[config.mk]
export PLATFORM = sky130hd
export DESIGN_NAME = cal_scheduler
export DESIGN_NICKNAME = d
export VERILOG_FILES = /design/src/rtl/cal_pkg.sv /design/src/rtl/cal_mac_clamp.sv /design/src/rtl/cal_scheduler.sv
export SDC_FILE = /design/constraint.sdc
export NUM_CORES = 2
export LEC_CHECK = 0
export ABC_AREA = 1
export CAP_MARGIN = 20
export CORE_MARGIN = 2
export CORE_UTILIZATION = 45
export DETAILED_ROUTE_END_ITERATION = 12
export HOLD_SLACK_MARGIN = 0.03
export PLACE_DENSITY = 0.59
export REMOVE_ABC_BUFFERS = 1
export SETUP_SLACK_MARGIN = 0.2
export SYNTH_ARGS = -nofsm -noshare
export SYNTH_HDL_FRONTEND = slang
export SYNTH_SLANG_ARGS = --single-unit
[constraint.sdc]
create_clock -name clk -period 7.35 [get_ports clk]
set_clock_uncertainty 0.05 [all_clocks]
set_input_delay 1.8375 -clock clk [delete_from_list [all_inputs] [get_ports clk]]
set_output_delay 1.8375 -clock clk [all_outputs]
set_load 0.01 [all_outputs]
[src/rtl/cal_pkg.sv]
// cal_pkg: shared types and default constants for the calibration scheduler.
package cal_pkg;
  localparam int CAL_N_CH = 8;
  localparam int CAL_W = 16;
  localparam int CAL_COEF_FRAC = 10;
  localparam int UNITY_GAIN = 1 << CAL_COEF_FRAC;
  localparam int CAL_CLAMP_HI = 32000;
  localparam int CAL_CLAMP_LO = -32000;
  typedef logic signed [CAL_W-1:0] sample_t;
  typedef logic signed [CAL_W-1:0] coef_t;
  typedef enum logic [1:0] {IDLE, RUN, DRAIN, DONE} cal_state_e;
endpackage

[src/rtl/cal_mac_clamp.sv]
// cal_mac_clamp: subtract-offset register stage, then combinational multiply, shift and clamp.
module cal_mac_clamp
  import cal_pkg::*;
#(
  parameter int W = CAL_W,
  parameter int CW = 3,
  parameter int COEF_FRAC = CAL_COEF_FRAC,
  parameter int CLAMP_HI = CAL_CLAMP_HI,
  parameter int CLAMP_LO = CAL_CLAMP_LO
) (
  input  logic                 clk,
  input  logic                 rst,
  input  logic                 valid_i,
  input  logic [CW-1:0]        ch_i,
  input  logic signed [W-1:0]  sample_i,
  input  logic signed [W-1:0]  offset_i,
  input  logic signed [W-1:0]  gain_i,
  output logic                 valid_o,
  output logic [CW-1:0]        ch_o,
  output logic signed [W-1:0]  res_o
);
  localparam logic signed [2*W:0] HI = (2*W+1)'(CLAMP_HI);
  localparam logic signed [2*W:0] LO = (2*W+1)'(CLAMP_LO);
  logic                valid_q;
  logic [CW-1:0]       ch_q;
  logic signed [W:0]   diff_q;
  logic signed [W-1:0] gain_q;
  logic signed [2*W:0] prod, shifted;
  always_ff @(posedge clk) begin
    if (rst) begin
      valid_q <= 1'b0;
      ch_q <= '0;
      diff_q <= '0;
      gain_q <= '0;
    end else begin
      valid_q <= valid_i;
      if (valid_i) begin
        ch_q <= ch_i;
        diff_q <= (W+1)'(sample_i) - (W+1)'(offset_i);
        gain_q <= gain_i;
      end
    end
  end
  assign prod = (2*W+1)'(diff_q) * (2*W+1)'(gain_q);
  assign shifted = prod >>> COEF_FRAC;
  assign res_o = shifted > HI ? W'(CLAMP_HI) : shifted < LO ? W'(CLAMP_LO) : shifted[W-1:0];
  assign valid_o = valid_q;
  assign ch_o = ch_q;
endmodule

[src/rtl/cal_scheduler.sv]
// cal_scheduler: once per sample_clk period runs all channels through one shared MAC/clamp pipeline.
// Define CAL_SCHED_OVERRUN_CNT_EN to add an 8-bit saturating overrun_cnt output.
module cal_scheduler
  import cal_pkg::*;
#(
  parameter int N_CH = CAL_N_CH,
  parameter int W = CAL_W,
  parameter int COEF_FRAC = CAL_COEF_FRAC,
  parameter int CLAMP_HI = CAL_CLAMP_HI,
  parameter int CLAMP_LO = CAL_CLAMP_LO
) (
  input  logic                        clk,
  input  logic                        rst,
  input  logic                        sample_clk,
  input  logic [N_CH*W-1:0]           raw_in,
  output logic [N_CH*W-1:0]           cal_out,
  output logic                        out_valid,
  input  logic                        cfg_valid,
  output logic                        cfg_ready,
  input  logic [$clog2(2*N_CH)-1:0]   cfg_addr,
  input  logic [W-1:0]                cfg_data,
  input  logic                        cfg_commit,
  output logic                        commit_busy,
  output logic                        overrun
`ifdef CAL_SCHED_OVERRUN_CNT_EN
  ,
  output logic [7:0]                  overrun_cnt
`endif
);
  localparam int CW = $clog2(N_CH);
  localparam int AW = $clog2(2*N_CH);
  cal_state_e state_q, state_d;
  logic [CW-1:0] cnt_q, cnt_d;
  logic sync1_q, sync2_q, prev_q;
  logic smp_edge, start, issue, done, ignored;
  logic commit_busy_q, overrun_q;
  logic [N_CH*W-1:0] smp_q, staging_q, cal_q;
  logic signed [W-1:0] off_q [N_CH];
  logic signed [W-1:0] gain_q [N_CH];
  logic signed [W-1:0] off_sh_q [N_CH];
  logic signed [W-1:0] gain_sh_q [N_CH];
  logic mac_v;
  logic [CW-1:0] mac_ch;
  logic signed [W-1:0] mac_res;
  assign smp_edge = sync2_q & ~prev_q;
  assign ignored = smp_edge && state_q != IDLE;
  assign done = state_q == DONE;
  assign out_valid = done;
  // During the DONE cycle the fresh staging values are shown directly so data and valid coincide.
  assign cal_out = done ? staging_q : cal_q;
  assign cfg_ready = !commit_busy_q;
  assign commit_busy = commit_busy_q;
  assign overrun = overrun_q;
  always_comb begin
    state_d = state_q;
    cnt_d = cnt_q + 1'b1;
    start = 1'b0;
    issue = 1'b0;
    case (state_q)
      IDLE: begin
        start = smp_edge;
        cnt_d = '0;
        state_d = smp_edge ? RUN : IDLE;
      end
      RUN: begin
        issue = 1'b1;
        cnt_d = cnt_q == CW'(N_CH-1) ? '0 : cnt_q + 1'b1;
        state_d = cnt_q == CW'(N_CH-1) ? DRAIN : RUN;
      end
      DRAIN: state_d = cnt_q == CW'(1) ? DONE : DRAIN;
      default: begin
        cnt_d = '0;
        state_d = IDLE;
      end
    endcase
  end
  always_ff @(posedge clk) begin
    if (rst) begin
      state_q <= IDLE;
      cnt_q <= '0;
    end else begin
      state_q <= state_d;
      cnt_q <= cnt_d;
    end
  end
  always_ff @(posedge clk) begin
    if (rst) begin
      {sync1_q, sync2_q, prev_q} <= '0;
      commit_busy_q <= 1'b0;
      overrun_q <= 1'b0;
      smp_q <= '0;
      staging_q <= '0;
      cal_q <= '0;
      for (int i = 0; i < N_CH; i++) begin
        off_q[i] <= '0;
        gain_q[i] <= W'(1 << COEF_FRAC);
        off_sh_q[i] <= '0;
        gain_sh_q[i] <= W'(1 << COEF_FRAC);
      end
    end else begin
      {prev_q, sync2_q, sync1_q} <= {sync2_q, sync1_q, sample_clk};
      // A commit requested on the frame-start cycle is left pending for the following frame.
      commit_busy_q <= commit_busy_q ? !start : cfg_commit;
      overrun_q <= overrun_q | ignored;
      if (start) smp_q <= raw_in;
      if (start && commit_busy_q) begin
        off_q <= off_sh_q;
        gain_q <= gain_sh_q;
      end
      if (cfg_valid && cfg_ready) begin
        if (cfg_addr[0]) gain_sh_q[cfg_addr[AW-1:1]] <= cfg_data;
        else off_sh_q[cfg_addr[AW-1:1]] <= cfg_data;
      end
      if (mac_v) staging_q[mac_ch*W +: W] <= mac_res;
      if (done) cal_q <= staging_q;
    end
  end
`ifdef CAL_SCHED_OVERRUN_CNT_EN
  logic [7:0] ovr_cnt_q;
  always_ff @(posedge clk) begin
    if (rst) ovr_cnt_q <= '0;
    else if (ignored && ovr_cnt_q != 8'hFF) ovr_cnt_q <= ovr_cnt_q + 8'd1;
  end
  assign overrun_cnt = ovr_cnt_q;
`endif
  cal_mac_clamp #(
    .W(W), .CW(CW), .COEF_FRAC(COEF_FRAC), .CLAMP_HI(CLAMP_HI), .CLAMP_LO(CLAMP_LO)
  ) u_mac (
    .clk(clk),
    .rst(rst),
    .valid_i(issue),
    .ch_i(cnt_q),
    .sample_i(smp_q[cnt_q*W +: W]),
    .offset_i(off_q[cnt_q]),
    .gain_i(gain_q[cnt_q]),
    .valid_o(mac_v),
    .ch_o(mac_ch),
    .res_o(mac_res)
  );
endmodule

# --- After elaboration in Yosys (flattened, before gate mapping) ---
# Index checks and enable logic that the tools add are counted.
# W data, S select, Z words.
totals:
  reg_bits: 943
  inputBits: 153
  out_inout_bits: 132
  word_cells: 102
classes:
  n_addsub: 3
  mul: 1
  magnitude_cmp: 5
  eq_ne: 5
  shifts: 3
  mux: 23
  bitwise_logic: 6
  reduce_logical: 10
op_table:
  columns: ["op", "count"]
  rows:
  - ["$bwmux W128", 3]
  - ["$mux W128", 1]
  - ["$shift A16 B34 Y128 const A", 1]
  - ["$shiftx A128 B8 Y16", 1]
  - ["$shiftx A16 B34 Y128", 1]
  - ["$mux W16", 7]
  - ["$bmux W16 S3", 2]
  - ["$demux W16 S3", 1]
  - ["$neg A7 Y34", 1]
  - ["$mul A17 B16 Y33", 1]
  - ["$gt A23 B16 Y1 const B", 1]
  - ["$lt A23 B16 Y1 const B", 1]
  - ["$sub A16 B16 Y17", 1]
  - ["$ge A4 B4 Y1 const B", 2]
  - ["$not A3 Y4", 2]
  - ["$pmux W2 S3", 1]
  - ["$pmux W3 S2", 1]
  - ["$mux W1", 5]
  - ["$eq A2 B2 Y1 const B", 2]
  - ["$logic_and A1 B1 Y1", 4]
  - ["$lt A4 B1 Y1 const B", 1]
  - ["$reduce_and A2 Y1", 2]
  - ["$add A3 B1 Y3 const B", 1]
  - ["$eq A3 B1 Y1 const B", 1]
  - ["other kinds (10)", 12]

# --- Logic depth before layout (Yosys ltp) ---
depth:
  ltp_word: 6
  mapped_depth: 38
  mapped_depth_nobuf: 35

# --- Hierarchy ---
# Synthesis repeated with hierarchy kept, for this count alone.
unflattened:
  hier_cells: 6853
  hier_area_um2: 49453.7
modules_own_cells:
  columns: ["module", "instances", "cells_per_inst", "area_each_um2", "seq_area_each_um2"]
  rows:
  - ["cal_scheduler", 1, 4841, 35430.2, 18137.4]
  - ["cal_mac_clamp", 1, 2012, 14023.4, 740.7]

# --- Least setup slack after synthesis ---
# No wires, ideal clock.
synth_timing:
  path_kind: "reg2reg"
  start: "register u_mac.gain_q[2]"
  end: "register staging_q[120]"
  setup_ns: 0.122
  arrival_time_ns: 6.267
  required_time_ns: 7.178
  setup_slack_ns: 0.911
  path_stages_with_launch: 30
  n_path_buf: 2
  period_less_slack_ns: 6.439
  cell_sequence: "dfxtp_1 > clkbuf_1 > clkbuf_1 > nand2_1 > fa_1 > fa_1 > inv_1 > fa_1 > fa_1 > fa_1 > inv_1 > fa_1 > inv_1 > ha_1 > nand2_1 > nor2_1 > inv_1 > nor2_2 > and2_1 > nand2_1 > nand3_1 > nand2_1 > nand2_2 > nand2_1 > nor2_4 > nand3_4 > a21oi_1 > nand2_1 > nand3_1 > a21oi_1"
synth_via:
  elab_chain_len: 6
  word_cells_on_any_way: 7
  cone_classes: "1 x mul; 2 x order compare; 1 x shift; 3 x mux"
synth_lines:
  columns: ["element", "line", "rtl"]
  rows:
  - ["start, declared", "cal_mac_clamp.sv:27", "logic signed [W-1:0] gain_q;"]
  - ["start signal, assigned", "cal_mac_clamp.sv:40", "gain_q <= gain_i;"]
  - ["$mul A17 B16 Y33 *", "cal_mac_clamp.sv:44", "assign prod = (2*W+1)'(diff_q) * (2*W+1)'(gain_q);"]
  - ["$lt A23 B16 Y1", "cal_mac_clamp.sv:46", "assign res_o = shifted > HI ? W'(CLAMP_HI) : shifted < LO ? W'(CLAMP_LO) : shifted[W-1:0];"]
  - ["$mux W16", "cal_mac_clamp.sv:46", null]
  - ["$mux W16 *", "cal_mac_clamp.sv:46", null]
  - ["$shiftx A16 B34 Y128 *", "cal_scheduler.sv:114", "if (mac_v) staging_q[mac_ch*W +: W] <= mac_res;"]
  - ["$bwmux W128 *", "cal_scheduler.sv:114", null]
  - ["end signal, assigned by index", "cal_scheduler.sv:114", null]
  - ["end, declared", "cal_scheduler.sv:37", "logic [N_CH*W-1:0] smp_q, staging_q, cal_q;"]
# Every way passes the cells marked *; elsewhere a longest branch is shown, timed or not.
# A chain may end at the register's enable or synchronous reset.

# --- Final worst setup path ---
layout_timing:
  start: "register u_mac.gain_q[2]"
  end: "register staging_q[85]"
# The elaborated chain is that of the path after synthesis.

==> run summary <==
• **run status** finished clean
• **CP bufs+invs** 4
• **clock slew seen by the registers of the worst setup and hold paths** 0.06 ns
• **type of the setup path with the least slack** flip-flop to flip-flop
• **Pwr per Cell Area** 198 nW/um^2
• **required time worst endpoint** 7.90 ns
• **Remaining Overflow, GRT** 0
• **area growth from synthesis to layout** 15.1%
• **maximum fanout encountered on the critical timing path** 10
• **row count** 120
• **largest voltage drop on the vdd net** 0.205 mV
• **detailed-route DRC error count** 0
• **Post-Syn Area** 48700 sq um
• **number of warnings issued by yosys** 0
• **RR Endpoint** staging_q[85]
• **Worst Hold Class** flip-flop to flip-flop
• **number of global-route vias before repair** 40.0k
• **r2r setup slk** 0.51 ns
• **proportion of netlist area held by the largest area contributor** 0.388
• **final net count** 7254
• **finished layout cell area** 56000 sq um
• **DIE HEIGHT** 333 microns
• **effective utilization at floorplan** 0.454
• **number of buffers inserted during clock tree synthesis** 100
• **residual antenna-violating net count after detailed routing** 0
• **DR WL/cell** 17.3 microns
• **Clock Tree Buf Depth** 3
• **count of H-tree levels built during CTS** 3
• **Final Cycle Share** 0.931
• **Syn Inst Count** 6675
• **sequential share of the synthesized area** 0.388
• **leading cell type in the layout, fill and taps excluded** nand2_1
• **Avg Cell Area, Syn** 7.29 sq um
• **Clock Power Share** 0.466
• **CP Launch Point** u_mac.gain_q[2]
• **root buffer cell** clkbuf_16
• **CTS tree** yes
• **clock latency on the worst-skew pair** 0.71 ns
• **total negative slack for setup checks** 0 ns
• **Worst Path Arrival** 7.39 ns
• **MaxCap Viol Count** 0
• **GP Congestion** 0.904
• **Slew @ Worst Pin** 1.13 ns
• **number of endpoints failing setup at the final stage** 0
• **Startpoint Class** flip-flop
• **number of antenna violations at the first check in global routing** 4
• **total number of cells along the worst setup path** 26
• **internal power contribution** 8.43 mW
• **multi-input gate area in the final layout** 25100 sq um
• **sequential group share of total power** 0.474
• **Vias** 42.1k
• **capturing instance or port of the critical path** staging_q[85]
• **Core Footprint** 107000 sq um
• **Final Hold Vio Count** 0
• **startpoint of the worst register-to-register path** u_mac.gain_q[2]
• **cell area after placement** 52400 sq um
• **I/O pin count** 285
• **share of layout cells above drive strength 1** 0.0553
• **post-layout minimum cycle time** 6.84 ns
• **unrepaired setup endpoints after global routing** true
• **CP most frequent cell** fa_1
• **GRT Resource Usage Total** 0.252
• **HPWL after DPL** 94700 microns
• **number of storage elements in the synthesis netlist** 943
• **drt first-iter violations** 3081
• **proportion of power drawn by combinational gates** 0.060
• **number of unique standard cell types used by synthesis** 42
• **DR vias/cell** 5.13
• **ranking of synthesized cells by area** dfxtp_1, fa_1, o21ai_0
• **reg2reg path depth** 26
• **detailed-route wire length** 142000 microns
• **Chip Width** 333 microns
• **family with the most delay on the worst path** adder cells
• **power after layout** 11.1 mW
• **library cell with the largest summed area after synthesis** dfxtp_1
• **number of iterations in the first detailed-routing pass** 6
• **Min-Delay Path Depth** 2
• **number of I/O port buffers** 284
• **largest net degree at the start of global routing** 169
• **number of fill cells** 10.7k
• **Critical Path Slowest Stage Cell** fa_1
• **switching part of the total** 0.242
• **CTS sink count** 943
• **switching component of the power** 2.69 mW
• **first-pass GRT wire length** 224000 microns
• **max frequency** 0.146 GHz
• **worst-case headroom to the max-slew limit** 0.246
• **type of element capturing the critical path** flip-flop
• **die area** 111000 sq um
• **register cell area after layout** 18900 sq um
• **Static Leakage** 26.2 nW
• **commonest cells after routing, fill and taps aside** nand2_1, nor2_1, o21ai_0
• **biggest cell delay along the critical path** 0.62 ns
• **count of pins over their slew limit** 0
area by class of cell:
type                       count  share of cell area
clock inverter                33             0.00728
timing repair buffer         398              0.0676
antenna                        3            0.000134
tap                         1403              0.0313
inverter                     814              0.0550
sequential                   943               0.338
multi-input combinational   4462               0.448
clock buffer                 150              0.0531
synth_stat cells (all sizes together):
cell	number
nand2	1229
nor2	991
dfxtp	943
o21ai	925
inv	810
a21oi	671
clkbuf	387
fa	276
nand3	132
ha	106
buf	69
nand4	29
a31oi	18
xor2	18
o22ai	16
nor3	14
xnor2	10
o211ai	5
a211oi	4
clkinv	4
nand3b	4
or2	4
o21bai	3
and2	2
a21o	1
and3	1
nor3b	1
o21a	1
o31ai	1
state kept, by name, indices dropped and copies added, names as in the netlist, 2 cells and up:
register / count
off_sh_q: 128
smp_q: 128
u_mac.diff_q: 17
u_mac.ch_o: 3
gain_q: 128
off_q: 128
gain_sh_q: 128
state_q: 2
u_mac.gain_q: 16
cnt_q: 3
staging_q: 128
cal_q: 128
kinds of logic after synthesis:
| family | count (synthesis) | synth area share |
|---|---|---|
| compound gates | 1645 | 0.173 |
| fa+ha+maj | 382 | 0.141 |
| xor+xnor | 28 | 0.00504 |
| flops | 943 | 0.388 |
| simple gates | 2407 | 0.195 |
| buf+inv | 1270 | 0.0989 |
worst reg2reg max path, stage by stage (launching register included):
cell,delay (ns)
dfxtp_4,0.45
nand2_1,0.15
fa_1,0.55
fa_1,0.62
clkinvlp_4,0.19
buf_4,0.18
fa_1,0.47
fa_1,0.57
fa_1,0.43
fa_1,0.45
ha_2,0.40
nand2_1,0.13
nor2_1,0.15
inv_1,0.11
nor2_1,0.19
and2_1,0.18
nand2_1,0.06
nand3_1,0.09
nand2_1,0.07
nand2_2,0.10
nand2_1,0.09
nor2_4,0.10
nand3_4,0.13
buf_4,0.19
a21oi_4,0.19
nand4_2,0.24
a21oi_1,0.22
worst min path at each step:
| stage | slack (ns) | end | start |
|---|---|---|---|
| after floorplan | 0.34 | sync2_q | sync1_q |
| after global placement | 0.35 | sync2_q | sync1_q |
| after detailed placement | 0.35 | sync2_q | sync1_q |
| after CTS | 0.36 | sync2_q | sync1_q |
| after global routing | 0.39 | sync2_q | sync1_q |
| final | 0.36 | sync2_q | sync1_q |
power by group through the flow:
| stage | registers, mW | logic (mW) | clock network, mW |
|---|---|---|---|
| final | 5.27 | 0.666 | 5.18 |
| after global routing | 5.28 | 0.737 | 5.48 |
| after CTS | 5.27 | 0.665 | 5.27 |
| after detailed placement | 5.38 | 0.663 | 0 |
| after global placement | 5.38 | 0.657 | 0 |
| after floorplan | 5.38 | 0.369 | 0 |
routing by layer:
layer / wire length (microns) / part of all wire / GRT usage / up-vias
met5: 10 / 0.000070 / 0 / -
met4: 3250 / 0.023 / 0.0675 / 2
met3: 5290 / 0.037 / 0.0245 / 187
met2: 68500 / 0.48 / 0.431 / 824
met1: 64800 / 0.46 / 0.339 / 20048
li1: - / - / - / 21059
repair_timing:
| action | in CTS | in global routing |
|---|---|---|
| gates resized for setup | 3 | 37 |
| buffers inserted | 0 | 9 |
| pin swaps | 0 | 1 |
| setup endpoints to repair | 61 | 120 |
| hold buffers | 0 | 0 |
stage by stage:
step	hold WS, ns	util	instances	setup slack (ns)
global placement	0.349	0.489	8010	0.170
CTS	0.361	0.521	8193	0.208
global route	0.388	0.522	8206	0.167
finish	0.355	0.522	8206	0.508
detailed placement	0.350	0.489	8010	0.130
floorplan	0.338	-	6219	-7.77
Note: power is estimated with default switching activity, not from simulation.
